$ cat src/rtl/mul_pkg.sv
// Shared constants and fixed-point helpers for the multiplier family.
package mul_pkg;

    // Reference operand width; the pipeline derives its own product width from WIDTH.
    localparam int unsigned DEFAULT_WIDTH = 16;
    localparam int unsigned PROD_W        = 2 * DEFAULT_WIDTH;

    // Register stages between operand accept and result presentation.
    localparam int unsigned LATENCY = 3;

    // Widest result the saturation helper produces, and its input width.
    localparam int unsigned SAT_MAX_W  = 64;
    localparam int unsigned SAT_MAX_IN = 2 * SAT_MAX_W + 1;

    // Clamp v into out_w bits, either as two's complement or as unsigned.
    // v must already be sign-extended (signed) or zero-extended (unsigned) to
    // SAT_MAX_IN bits. Returns {clamped, result}; result bits above out_w are 0.
    function automatic logic [SAT_MAX_W:0] saturate(
        input logic [SAT_MAX_IN-1:0] v,
        input int unsigned           out_w,
        input logic                  is_signed
    );
        logic [SAT_MAX_W-1:0] res;
        logic                 clamp;
        logic                 neg;
        res   = '0;
        clamp = 1'b0;
        neg   = v[SAT_MAX_IN-1];
        for (int i = 0; i < SAT_MAX_IN; i++) begin
            if (is_signed) begin
                // In range only if every bit from the result MSB upward matches the sign.
                if (i >= out_w - 1 && v[i] != neg) begin
                    clamp = 1'b1;
                end
            end else if (i >= out_w && v[i]) begin
                clamp = 1'b1;
            end
        end
        for (int i = 0; i < SAT_MAX_W; i++) begin
            if (i < out_w) begin
                if (!clamp) begin
                    res[i] = v[i];
                end else if (is_signed) begin
                    // Negative clamps to 100..0, positive to 011..1.
                    res[i] = (i == out_w - 1) ? neg : ~neg;
                end else begin
                    res[i] = 1'b1;
                end
            end
        end
        return {clamp, res};
    endfunction

endpackage

$ cat src/rtl/vedic_mul_core.sv
// Combinational unsigned W x W -> 2W Vedic (Urdhva Tiryagbhyam) multiplier.
// Splits each operand into halves and recurses down to a 2-bit gate-level base.
module vedic_mul_core #(
    parameter int unsigned W = 8
) (
    input  logic [W-1:0]   a_i,
    input  logic [W-1:0]   b_i,
    output logic [2*W-1:0] p_o
);

    localparam int unsigned PW = 2 * W;

    if (W == 2) begin : g_base
        logic t_lo_cross;
        logic t_hi_cross;
        logic t_hh;
        logic c1;

        // 2x2 base case: vertical and crosswise partial products with half adders.
        assign t_lo_cross = a_i[1] & b_i[0];
        assign t_hi_cross = a_i[0] & b_i[1];
        assign t_hh       = a_i[1] & b_i[1];
        assign c1         = t_lo_cross & t_hi_cross;
        assign p_o[0]     = a_i[0] & b_i[0];
        assign p_o[1]     = t_lo_cross ^ t_hi_cross;
        assign p_o[2]     = t_hh ^ c1;
        assign p_o[3]     = t_hh & c1;
    end else begin : g_rec
        localparam int unsigned HW = W / 2;

        logic [W-1:0] pp_hh;
        logic [W-1:0] pp_hl;
        logic [W-1:0] pp_lh;
        logic [W-1:0] pp_ll;

        vedic_mul_core #(.W(HW)) u_hh (
            .a_i (a_i[W-1:HW]),
            .b_i (b_i[W-1:HW]),
            .p_o (pp_hh)
        );

        vedic_mul_core #(.W(HW)) u_hl (
            .a_i (a_i[W-1:HW]),
            .b_i (b_i[HW-1:0]),
            .p_o (pp_hl)
        );

        vedic_mul_core #(.W(HW)) u_lh (
            .a_i (a_i[HW-1:0]),
            .b_i (b_i[W-1:HW]),
            .p_o (pp_lh)
        );

        vedic_mul_core #(.W(HW)) u_ll (
            .a_i (a_i[HW-1:0]),
            .b_i (b_i[HW-1:0]),
            .p_o (pp_ll)
        );

        // Recombine: hh at weight 2^W, the two cross terms at 2^HW, ll at 2^0.
        assign p_o = PW'(pp_ll)
                   + (PW'(pp_hl) << HW)
                   + (PW'(pp_lh) << HW)
                   + {pp_hh, {W{1'b0}}};
    end

endmodule

$ cat src/rtl/vedic_mul_pipe.sv
// Three-stage pipelined Vedic multiplier with valid/ready handshakes,
// per-transaction signed/unsigned mode and a rounded, saturated Q-format result.
module vedic_mul_pipe
    import mul_pkg::*;
#(
    parameter int unsigned WIDTH = 16,
    parameter int unsigned FRAC  = 8
) (
    input  logic               clk,
    input  logic               rst,
    input  logic               in_valid,
    output logic               in_ready,
    input  logic [WIDTH-1:0]   x,
    input  logic [WIDTH-1:0]   y,
    input  logic               signed_en,
    output logic               out_valid,
    input  logic               out_ready,
    output logic [2*WIDTH-1:0] out,
    output logic [WIDTH-1:0]   q,
    output logic               ovf
);

    localparam int unsigned PW     = 2 * WIDTH;
    localparam int unsigned H      = WIDTH / 2;
    localparam int unsigned RND_SH = (FRAC == 0) ? 0 : FRAC - 1;
    // Half an LSB of the Q result; nothing to round when there are no fraction bits.
    localparam logic [PW:0] RND    = (FRAC == 0) ? '0 : ({{PW{1'b0}}, 1'b1} << RND_SH);

    // Pipeline control: bit 0 = S1, bit 1 = S2, bit LATENCY-1 = output stage.
    logic               adv;
    logic [LATENCY-1:0] vld_d, vld_q;

    // S1: operand magnitudes and the four half-width cross products.
    logic [WIDTH-1:0] mag_x, mag_y;
    logic [WIDTH-1:0] pp_hh, pp_hl, pp_lh, pp_ll;
    logic [WIDTH-1:0] pp_hh_d, pp_hh_q;
    logic [WIDTH-1:0] pp_hl_d, pp_hl_q;
    logic [WIDTH-1:0] pp_lh_d, pp_lh_q;
    logic [WIDTH-1:0] pp_ll_d, pp_ll_q;
    logic             s1_neg_d, s1_neg_q;
    logic             s1_sgn_d, s1_sgn_q;

    // S2: recombined, signed product.
    logic [PW-1:0] s2_mag;
    logic [PW-1:0] s2_prod_d, s2_prod_q;
    logic          s2_sgn_d, s2_sgn_q;

    // S3: rounding, scaling and saturation.
    logic [PW:0]           rnd_sum;
    logic [PW:0]           sh_arith, sh_logic, sh_sel;
    logic [SAT_MAX_IN-1:0] sat_in;
    logic [SAT_MAX_W:0]    sat_res;
    logic                  unused_sat;
    logic [PW-1:0]         out_d, out_q;
    logic [WIDTH-1:0]      q_d, q_q;
    logic                  ovf_d, ovf_q;

    // Operand magnitudes; -2^(WIDTH-1) negates to itself, which is its correct unsigned magnitude.
    always_comb begin
        mag_x = (signed_en && x[WIDTH-1]) ? -x : x;
        mag_y = (signed_en && y[WIDTH-1]) ? -y : y;
    end

    vedic_mul_core #(.W(H)) u_pp_hh (
        .a_i (mag_x[WIDTH-1:H]),
        .b_i (mag_y[WIDTH-1:H]),
        .p_o (pp_hh)
    );

    vedic_mul_core #(.W(H)) u_pp_hl (
        .a_i (mag_x[WIDTH-1:H]),
        .b_i (mag_y[H-1:0]),
        .p_o (pp_hl)
    );

    vedic_mul_core #(.W(H)) u_pp_lh (
        .a_i (mag_x[H-1:0]),
        .b_i (mag_y[WIDTH-1:H]),
        .p_o (pp_lh)
    );

    vedic_mul_core #(.W(H)) u_pp_ll (
        .a_i (mag_x[H-1:0]),
        .b_i (mag_y[H-1:0]),
        .p_o (pp_ll)
    );

    // Recombine the registered cross products and restore the sign.
    always_comb begin
        s2_mag = PW'(pp_ll_q)
               + (PW'(pp_hl_q) << H)
               + (PW'(pp_lh_q) << H)
               + {pp_hh_q, {WIDTH{1'b0}}};
    end

    // Round half-up, scale by FRAC (arithmetic in signed mode) and saturate to WIDTH.
    always_comb begin
        rnd_sum  = {s2_sgn_q & s2_prod_q[PW-1], s2_prod_q} + RND;
        sh_arith = $signed(rnd_sum) >>> FRAC;
        sh_logic = rnd_sum >> FRAC;
        sh_sel   = s2_sgn_q ? sh_arith : sh_logic;
        sat_in   = {{(SAT_MAX_IN - PW - 1){s2_sgn_q & sh_sel[PW]}}, sh_sel};
        sat_res  = saturate(sat_in, WIDTH, s2_sgn_q);
    end

    // Result bits above WIDTH are always zero from the helper.
    assign unused_sat = ^sat_res[SAT_MAX_W-1:WIDTH];

    // Next-state for all stages: everything moves together on adv, otherwise holds.
    always_comb begin
        adv       = !vld_q[LATENCY-1] || out_ready;
        vld_d     = vld_q;
        pp_hh_d   = pp_hh_q;
        pp_hl_d   = pp_hl_q;
        pp_lh_d   = pp_lh_q;
        pp_ll_d   = pp_ll_q;
        s1_neg_d  = s1_neg_q;
        s1_sgn_d  = s1_sgn_q;
        s2_prod_d = s2_prod_q;
        s2_sgn_d  = s2_sgn_q;
        out_d     = out_q;
        q_d       = q_q;
        ovf_d     = ovf_q;
        if (adv) begin
            vld_d = {vld_q[LATENCY-2:0], in_valid};
            // Data registers only load behind a valid so bubbles leave them untouched.
            if (in_valid) begin
                pp_hh_d  = pp_hh;
                pp_hl_d  = pp_hl;
                pp_lh_d  = pp_lh;
                pp_ll_d  = pp_ll;
                s1_neg_d = signed_en & (x[WIDTH-1] ^ y[WIDTH-1]);
                s1_sgn_d = signed_en;
            end
            if (vld_q[0]) begin
                s2_prod_d = s1_neg_q ? -s2_mag : s2_mag;
                s2_sgn_d  = s1_sgn_q;
            end
            if (vld_q[1]) begin
                out_d = s2_prod_q;
                q_d   = sat_res[WIDTH-1:0];
                ovf_d = sat_res[SAT_MAX_W];
            end
        end
    end

    // Pipeline state; asynchronous reset discards everything in flight.
    always_ff @(posedge clk or posedge rst) begin
        if (rst) begin
            vld_q     <= '0;
            pp_hh_q   <= '0;
            pp_hl_q   <= '0;
            pp_lh_q   <= '0;
            pp_ll_q   <= '0;
            s1_neg_q  <= 1'b0;
            s1_sgn_q  <= 1'b0;
            s2_prod_q <= '0;
            s2_sgn_q  <= 1'b0;
            out_q     <= '0;
            q_q       <= '0;
            ovf_q     <= 1'b0;
        end else begin
            vld_q     <= vld_d;
            pp_hh_q   <= pp_hh_d;
            pp_hl_q   <= pp_hl_d;
            pp_lh_q   <= pp_lh_d;
            pp_ll_q   <= pp_ll_d;
            s1_neg_q  <= s1_neg_d;
            s1_sgn_q  <= s1_sgn_d;
            s2_prod_q <= s2_prod_d;
            s2_sgn_q  <= s2_sgn_d;
            out_q     <= out_d;
            q_q       <= q_d;
            ovf_q     <= ovf_d;
        end
    end

    assign in_ready  = adv;
    assign out_valid = vld_q[LATENCY-1];
    assign out       = out_q;
    assign q         = q_q;
    assign ovf       = ovf_q;

endmodule

$ cat config.mk
export PLATFORM = sky130hd
export DESIGN_NAME = vedic_mul_pipe
export DESIGN_NICKNAME = d
export VERILOG_FILES = /design/src/rtl/mul_pkg.sv /design/src/rtl/vedic_mul_core.sv /design/src/rtl/vedic_mul_pipe.sv
export SDC_FILE = /design/constraint.sdc
export NUM_CORES = 1
export LEC_CHECK = 0
export CAP_MARGIN = 10
export CORE_MARGIN = 4
export CORE_UTILIZATION = 45
export CTS_BUF_LIST = sky130_fd_sc_hd__clkbuf_4 sky130_fd_sc_hd__clkbuf_8
export CTS_CLUSTER_DIAMETER = 100
export CTS_CLUSTER_SIZE = 14
export DETAILED_ROUTE_END_ITERATION = 16
export DONT_BUFFER_PORTS = 1
export GPL_TIMING_DRIVEN = 1
export PLACE_DENSITY = 0.71
export SYNTH_ARGS = -nofsm -noshare
export SYNTH_HDL_FRONTEND = slang
export SYNTH_SLANG_ARGS = --single-unit
$ cat constraint.sdc
create_clock -name clk -period 4.3 [get_ports clk]
set_input_delay 0.645 -clock clk [delete_from_list [all_inputs] [get_ports clk]]
set_output_delay 0.645 -clock clk [all_outputs]
set_load 0.03 [all_outputs]
# Word-level counts from Yosys, hierarchy flattened
# Cells that the tools add are included.
dict set report classes {
  add_sub_neg 67
  eq_ne 18
  mux 77
  bitwise_logic 517
  n_reduce_logical 7
}
# op count
set ops {}
lappend ops {{$and A1 B1 Y1} 387}
lappend ops {{$xor A1 B1 Y1} 129}
lappend ops {{$add A7 B6 Y8} 16}
lappend ops {{$add A8 B8 Y8} 16}
lappend ops {{$add A4 B6 Y7} 16}
lappend ops {{$mux W1} 73}
lappend ops {{$add A16 B12 Y16} 4}
lappend ops {{$add A16 B16 Y16} 4}
lappend ops {{$add A8 B12 Y13} 4}
lappend ops {{$add A33 B8 Y33 const B} 1}
lappend ops {{$mux W33} 1}
lappend ops {{$add A26 B32 Y32} 1}
lappend ops {{$mux W16} 2}
lappend ops {{$mux W32} 1}
lappend ops {{$neg A16 Y16} 2}
lappend ops {{$neg A32 Y32} 1}
lappend ops {{$add A25 B24 Y26} 1}
lappend ops {{$add A16 B24 Y25} 1}
lappend ops {{$ne A1 B1 Y1} 18}
lappend ops {{$reduce_and A2 Y1} 3}
lappend ops {{$logic_and A1 B1 Y1} 2}
lappend ops {{$logic_not A1 Y1} 1}
lappend ops {{$logic_or A1 B1 Y1} 1}
lappend ops {{$not A1 Y1} 1}
dict set report totals {
  reg_bits 151
  in_bits 37
  out_inout_bits 51
  word_cells 698
}

# Longest topological paths before layout
dict set report logic_depth {
  depth_word 44
  mapped_depth 34
  ltp_nobuf 32
}

# Hierarchy
# Synthesis repeated with hierarchy kept, for this count alone.
dict set report unflattened {
  hier_cells 2032
  area_unflattened_um2 18597.8
}
# mod instances cells_per_inst area_each_um2
set modules_own_cells {}
lappend modules_own_cells {vedic_mul_pipe 1 942 9068.7}
lappend modules_own_cells {{vedic_mul_core (u_pp_hh.g_rec.u_hh ...)} 16 27 249.0}
lappend modules_own_cells {{vedic_mul_core (u_pp_hh.g_rec.u_hh.g_rec.u_hh ...)} 64 6 50.0}
lappend modules_own_cells {{vedic_mul_core (u_pp_hh ...)} 3 66 564.3}
lappend modules_own_cells {{vedic_mul_core (u_pp_lh)} 1 76 649.4}

# Worst setup path before layout
# No wires, ideal clock.
dict set report synth_path {
  path_kind {input port to flip-flop}
  startpoint {in x[0]}
  endpoint {reg pp_hh_q[14]}
  arrival_ns 7.345
  t_required_ns 4.167
  path_slack_ns -3.178
  stages 32
  path_buffers 2
  path_cell_list {inv_1 > clkbuf_1 > ha_1 > nand2b_1 > or4_1 > nor3_1 > nor2_1 > xnor2_1 > clkbuf_1 > nor2_1 > ha_1 > ha_1 > inv_1 > fa_1 > inv_1 > fa_1 > xor2_1 > ha_1 > a21o_1 > a21oi_1 > nor2b_1 > o21ai_0 > xor2_1 > fa_1 > inv_1 > ha_1 > a21o_1 > a21o_1 > a31o_2 > a21oi_1 > xor2_1 > o21ai_0}
}
dict set report synth_via {
  elab_chain_cells 11
  elab_cells_between_ends 144
}
# item line
set synth_rtl {}
lappend synth_rtl {{start: declaration} vedic_mul_pipe.sv:13} ;# input logic [WIDTH-1:0] x,
lappend synth_rtl {{$neg A16 Y16 (*)} vedic_mul_pipe.sv:60} ;# mag_x = (signed_en && x[WIDTH-1]) ? -x : x;
lappend synth_rtl {{$mux W16 (*)} vedic_mul_pipe.sv:60}
lappend synth_rtl {{$and A1 B1 Y1, on equally long branches} {vedic_mul_core.sv:20, vedic_mul_core.sv:21}}
lappend synth_rtl {{$and A1 B1 Y1} vedic_mul_core.sv:23} ;# assign c1 = t_lo_cross & t_hi_cross;
lappend synth_rtl {{$xor A1 B1 Y1 or $and A1 B1 Y1 (tied branches)} {vedic_mul_core.sv:26, vedic_mul_core.sv:27}}
lappend synth_rtl {{$add A4 B6 Y7} vedic_mul_core.sv:62} ;# + (PW'(pp_hl) << HW)
lappend synth_rtl {{$add A7 B6 Y8} vedic_mul_core.sv:63} ;# + (PW'(pp_lh) << HW)
lappend synth_rtl {{$add A8 B8 Y8} vedic_mul_core.sv:64} ;# + {pp_hh, {W{1'b0}}};
lappend synth_rtl {{$add A8 B12 Y13} vedic_mul_core.sv:62}
lappend synth_rtl {{$add A16 B12 Y16} vedic_mul_core.sv:63}
lappend synth_rtl {{$add A16 B16 Y16 (*)} vedic_mul_core.sv:64}
lappend synth_rtl {{end signal: assignment} vedic_mul_pipe.sv:164} ;# pp_hh_q <= pp_hh_d;
lappend synth_rtl {{end: declaration} vedic_mul_pipe.sv:36} ;# logic [WIDTH-1:0] pp_hh_d, pp_hh_q;
# Mark *: on every way between the ends. The rest lies on a longest branch, timed or not.
# A chain may end at the register's enable or synchronous reset.

# Final worst setup path
dict set report layout_path {
  startpoint {in x[0]}
  endpoint {reg pp_hl_q[14]}
}
dict set report layout_via {
  elab_chain_cells 11
  elab_cells_between_ends 144
}
# item line
set layout_rtl {}
lappend layout_rtl {{$neg A16 Y16 (*)} vedic_mul_pipe.sv:60}
lappend layout_rtl {{$mux W16 (*)} vedic_mul_pipe.sv:60}
lappend layout_rtl {{$and A1 B1 Y1, on equally long branches} {vedic_mul_core.sv:20, vedic_mul_core.sv:21}}
lappend layout_rtl {{$and A1 B1 Y1} vedic_mul_core.sv:23}
lappend layout_rtl {{$xor A1 B1 Y1 or $and A1 B1 Y1 (tied branches)} {vedic_mul_core.sv:26, vedic_mul_core.sv:27}}
lappend layout_rtl {{$add A4 B6 Y7} vedic_mul_core.sv:62}
lappend layout_rtl {{$add A7 B6 Y8} vedic_mul_core.sv:63}
lappend layout_rtl {{$add A8 B8 Y8} vedic_mul_core.sv:64}
lappend layout_rtl {{$add A8 B12 Y13} vedic_mul_core.sv:62}
lappend layout_rtl {{$add A16 B12 Y16} vedic_mul_core.sv:63}
lappend layout_rtl {{$add A16 B16 Y16 (*)} vedic_mul_core.sv:64}
lappend layout_rtl {{end signal: assignment} vedic_mul_pipe.sv:165} ;# pp_hl_q <= pp_hl_d;
lappend layout_rtl {{end: declaration} vedic_mul_pipe.sv:37} ;# logic [WIDTH-1:0] pp_hl_d, pp_hl_q;
# Marks and branches as above.

==> results by group <==
Critical path
  • CP endpoint kind: register
  • Most used cell, CP: ha_4
  • Max stage delay on crit path: between 0.5 and 0.6 ns
  • Worst Setup SP: x[0]
  • FF-to-FF Start: pp_hl_q[1]
  • WP data arrival: approximately 6.5 ns
  • Crit path kind: in -> reg
  • Startpoint types: input pin
  • Crit-path slowest cell: fa_1
  • Crit path required time: approximately 4.6 ns
  • Maximum fanout along the worst path: 5

Synthesis
  • Ys async rst share: between 90% and 100%
  • Synthesized area per cell: a little under 9 um2
  • Post-Synthesis Cells: roughly 2100
  • Yosys warns: 0
  • Number of enable flip-flop cells after synthesis: 0
  • Area share of the largest cell type after synthesis: around a fifth
  • Ys flop type: dfrtp_1
  • Unique masters post-synth: between 60 and 70
  • Synth area leaders: dfrtp_1 21%, ha_1 19%, fa_1 13%, xnor2_1 5.7%, nor2_1 5.7%
  • Yosys top cell by area: dfrtp_1
  • Syn_nets: roughly 2600
  • Most common cell in the netlist: ha_1
  • Top cells by count, synth: 284 x ha_1, 279 x nor2_1, 265 x inv_1
  • Netlist Area Pre-Place: around 0.018 mm2
  • Sequential fraction of the synthesis area: about 21%
  • Seq cells post-synth: 151

Run status
  • Failing checks: negative setup slack
  • Status: finished with violations

Finish
  • Filler Cell Count: approximately 3500
  • Share of layout cells above drive strength 1: between 20% and 30%
  • Finished Core Util: a little under three fifths
  • Area of the multi-input gates: roughly 0.014 mm2
  • FF+latch area: 0.00378 mm2
  • Layout Area Growth over Synthesis: 20.6%
  • Nets: ~2700
  • Ant diodes: 0

Floorplan
  • Core area: ~0.04 mm2
  • Site row count: between 70 and 80
  • Die height: 210 um
  • Initial core utilization: between 40% and 50%
  • Die W: between 200 and 250 um
  • Full die area: ~0.044 mm2
  • IO Count: 88

Clocking
  • Root Buffer: clkbuf_8
  • H-tree Lvls: 4
  • Worst-path clk slew: 0.09 ns
  • Deepest clock path buffer count: 2
  • Skew-Pair Late Insertion Delay: ~0.43 ns
  • CTS tree: done
  • CTS hold repair buffers: 0
  • CTS Buf Count: 17
  • CTS Sinks: 151

Timing
  • RSZ-0062 raised after global routing: yes
  • Max Freq: 0.162 GHz
  • Final Worst Setup Slack: -1.89 ns
  • Final min period: between 6 and 7 ns
  • Final Hold Fails: 0
  • Pins over their slew limit: 0
  • Tcrit/Tclk final: 144%
  • WHS: just over 0.3 ns
  • Worst Skew: ~0.018 ns
  • Setup violations, final: 43
  • Slew @ Worst Pin: between 1 and 1.5 ns
  • Slew headroom: 28.5%

Global route
  • GRT Residual Overflow: 0
  • GRT Resource Usage Total: roughly 20%
  • Pin count of the biggest net entering global routing: about 150
  • First-pass GRT wire length: 73400 um
  • Initial antenna violation count: 1
  • Vias in the first global route: approximately 16000

Hold path
  • HP Class: in -> async

Power and ir drop
  • P_leak: approximately 11 nW
  • Power Total: about 0.019 W
  • Peak supply drop: between 0.4 and 0.5 mV
  • PwrDens: between 800 and 900 mW/mm2

Route
  • Via count: between 10000 and 15000
  • Via density: approximately 5.2
  • Starting DRC count in detailed routing: 763
  • WL final: between 40000 and 50000 um
  • Antenna-violating nets left: 0
  • 1st-pass router iterations: 5
  • WL per Instance: ~16 um
  • # DRC: 0

Place
  • DP HPWL: 36100 um
  • Placer Congestion: between 0.9 and 1
  • IO buf count: 0

Run
  • Max cap viols: 0
metal layers:
layer,GRT usage (%),part of all wire [%],vias to the layer above,wire [um]
met5,0,0,-,0
met4,4.19,1.6,0,697
met3,2.16,5.1,54,2270
met2,34.5,48,329,21200
met1,26.7,45,7129,20200
li1,-,-,7384,-
cells in the final DEF (no fill, tap or decap), drive strengths merged, types with 8 or more instances in the layout:
| cell | count |
|---|---|
| o21ai | 123 |
| xnor2 | 120 |
| nand3b | 8 |
| o31ai | 15 |
| nor4 | 8 |
| nand2 | 157 |
| or2 | 21 |
| buf | 239 |
| ha | 284 |
| mux2 | 55 |
| o211ai | 9 |
| nand3 | 20 |
| xor2 | 79 |
| a21o | 86 |
| and3 | 17 |
| or3 | 9 |
| nor3 | 18 |
| nand2b | 14 |
| inv | 268 |
| dfrtp | 151 |
| nand4 | 10 |
| clkbuf | 17 |
| fa | 121 |
| a21oi | 86 |
| nor2 | 279 |
state kept, by name (all words and copies together), names as in the netlist, 3 cells and up:
register / flops
vld_q: 3
out: 32
pp_hl_q: 16
pp_lh_q: 16
q: 16
s2_prod_q: 32
pp_ll_q: 16
pp_hh_q: 16
worst paths after layout:
path	end	slack [ns]	cells after the start
max	pp_hl_q[14]	-1.89	30
min	out[3]	0.31	2
max reg2reg	s2_prod_q[29]	0.19	13
min reg2reg	s2_prod_q[2]	0.48	2
max in group asynchronous	pp_hh_q[3]	3.44	2
min in group clk	s1_sgn_q	0.38	1
worst max-delay path, delay by kind of cell:
kind,cells,cell delay (ns)
buffers and inverters,4,0.29
xor gates and xnor gates,4,0.65
and+or+nand+nor,5,0.82
AOI/OAI and AO/OA,9,1.44
adders and majority gates,8,2.60
where the power goes:
part / switching [W] / internal (W) / total [W]
clock: 0.000582 / 0.000470 / 0.00105
sequential: 0.00112 / 0.00209 / 0.00321
combinational: 0.00726 / 0.00764 / 0.0149
total: 0.00896 / 0.0102 / 0.0192
final cells by class:
type | instances | area share [%]
Clock inverter | 15 | 0.648
Tap cell | 525 | 2.96
Inverter | 265 | 4.72
Sequential cell | 151 | 17.0
Multi-Input combinational cell | 1629 | 65.2
Timing Repair Buffer | 239 | 8.45
Clock buffer | 17 | 1.05
cell families after synthesis:
logic type               share of synthesized area (%)
XOR/XNOR                                          9.47
AND/OR/NAND/NOR                                   13.9
adder cells (fa/ha/maj)                           32.5
AO/OA/AOI/OAI                                     12.9
buffers and inverters                             7.01
flip-flops                                        20.5
multiplexers                                      3.74
what timing repair did:
item / in CTS / in global routing
setup endpoints to repair: 45 / 47
resized for setup: 32 / 99
buffers inserted: 6 / 13
pin swaps: 29 / 63
through the flow:
| stage | std cells | setup TNS, ns | area, um2 | worst slack (ns) |
|---|---|---|---|---|
| after global routing | 2841 | -60.16 | 22200 | -2.09 |
| after global placement | 2792 | -78.53 | 21000 | -2.44 |
| after CTS | 2829 | -52.77 | 21600 | -1.80 |
| final | 2841 | -51.99 | 22200 | -1.89 |
| after floorplan | 2122 | -75.59 | 19000 | -2.42 |
| after detailed placement | 2792 | -83.92 | 21000 | -2.58 |
No activity file was read; power rests on OpenSTA's default activity.
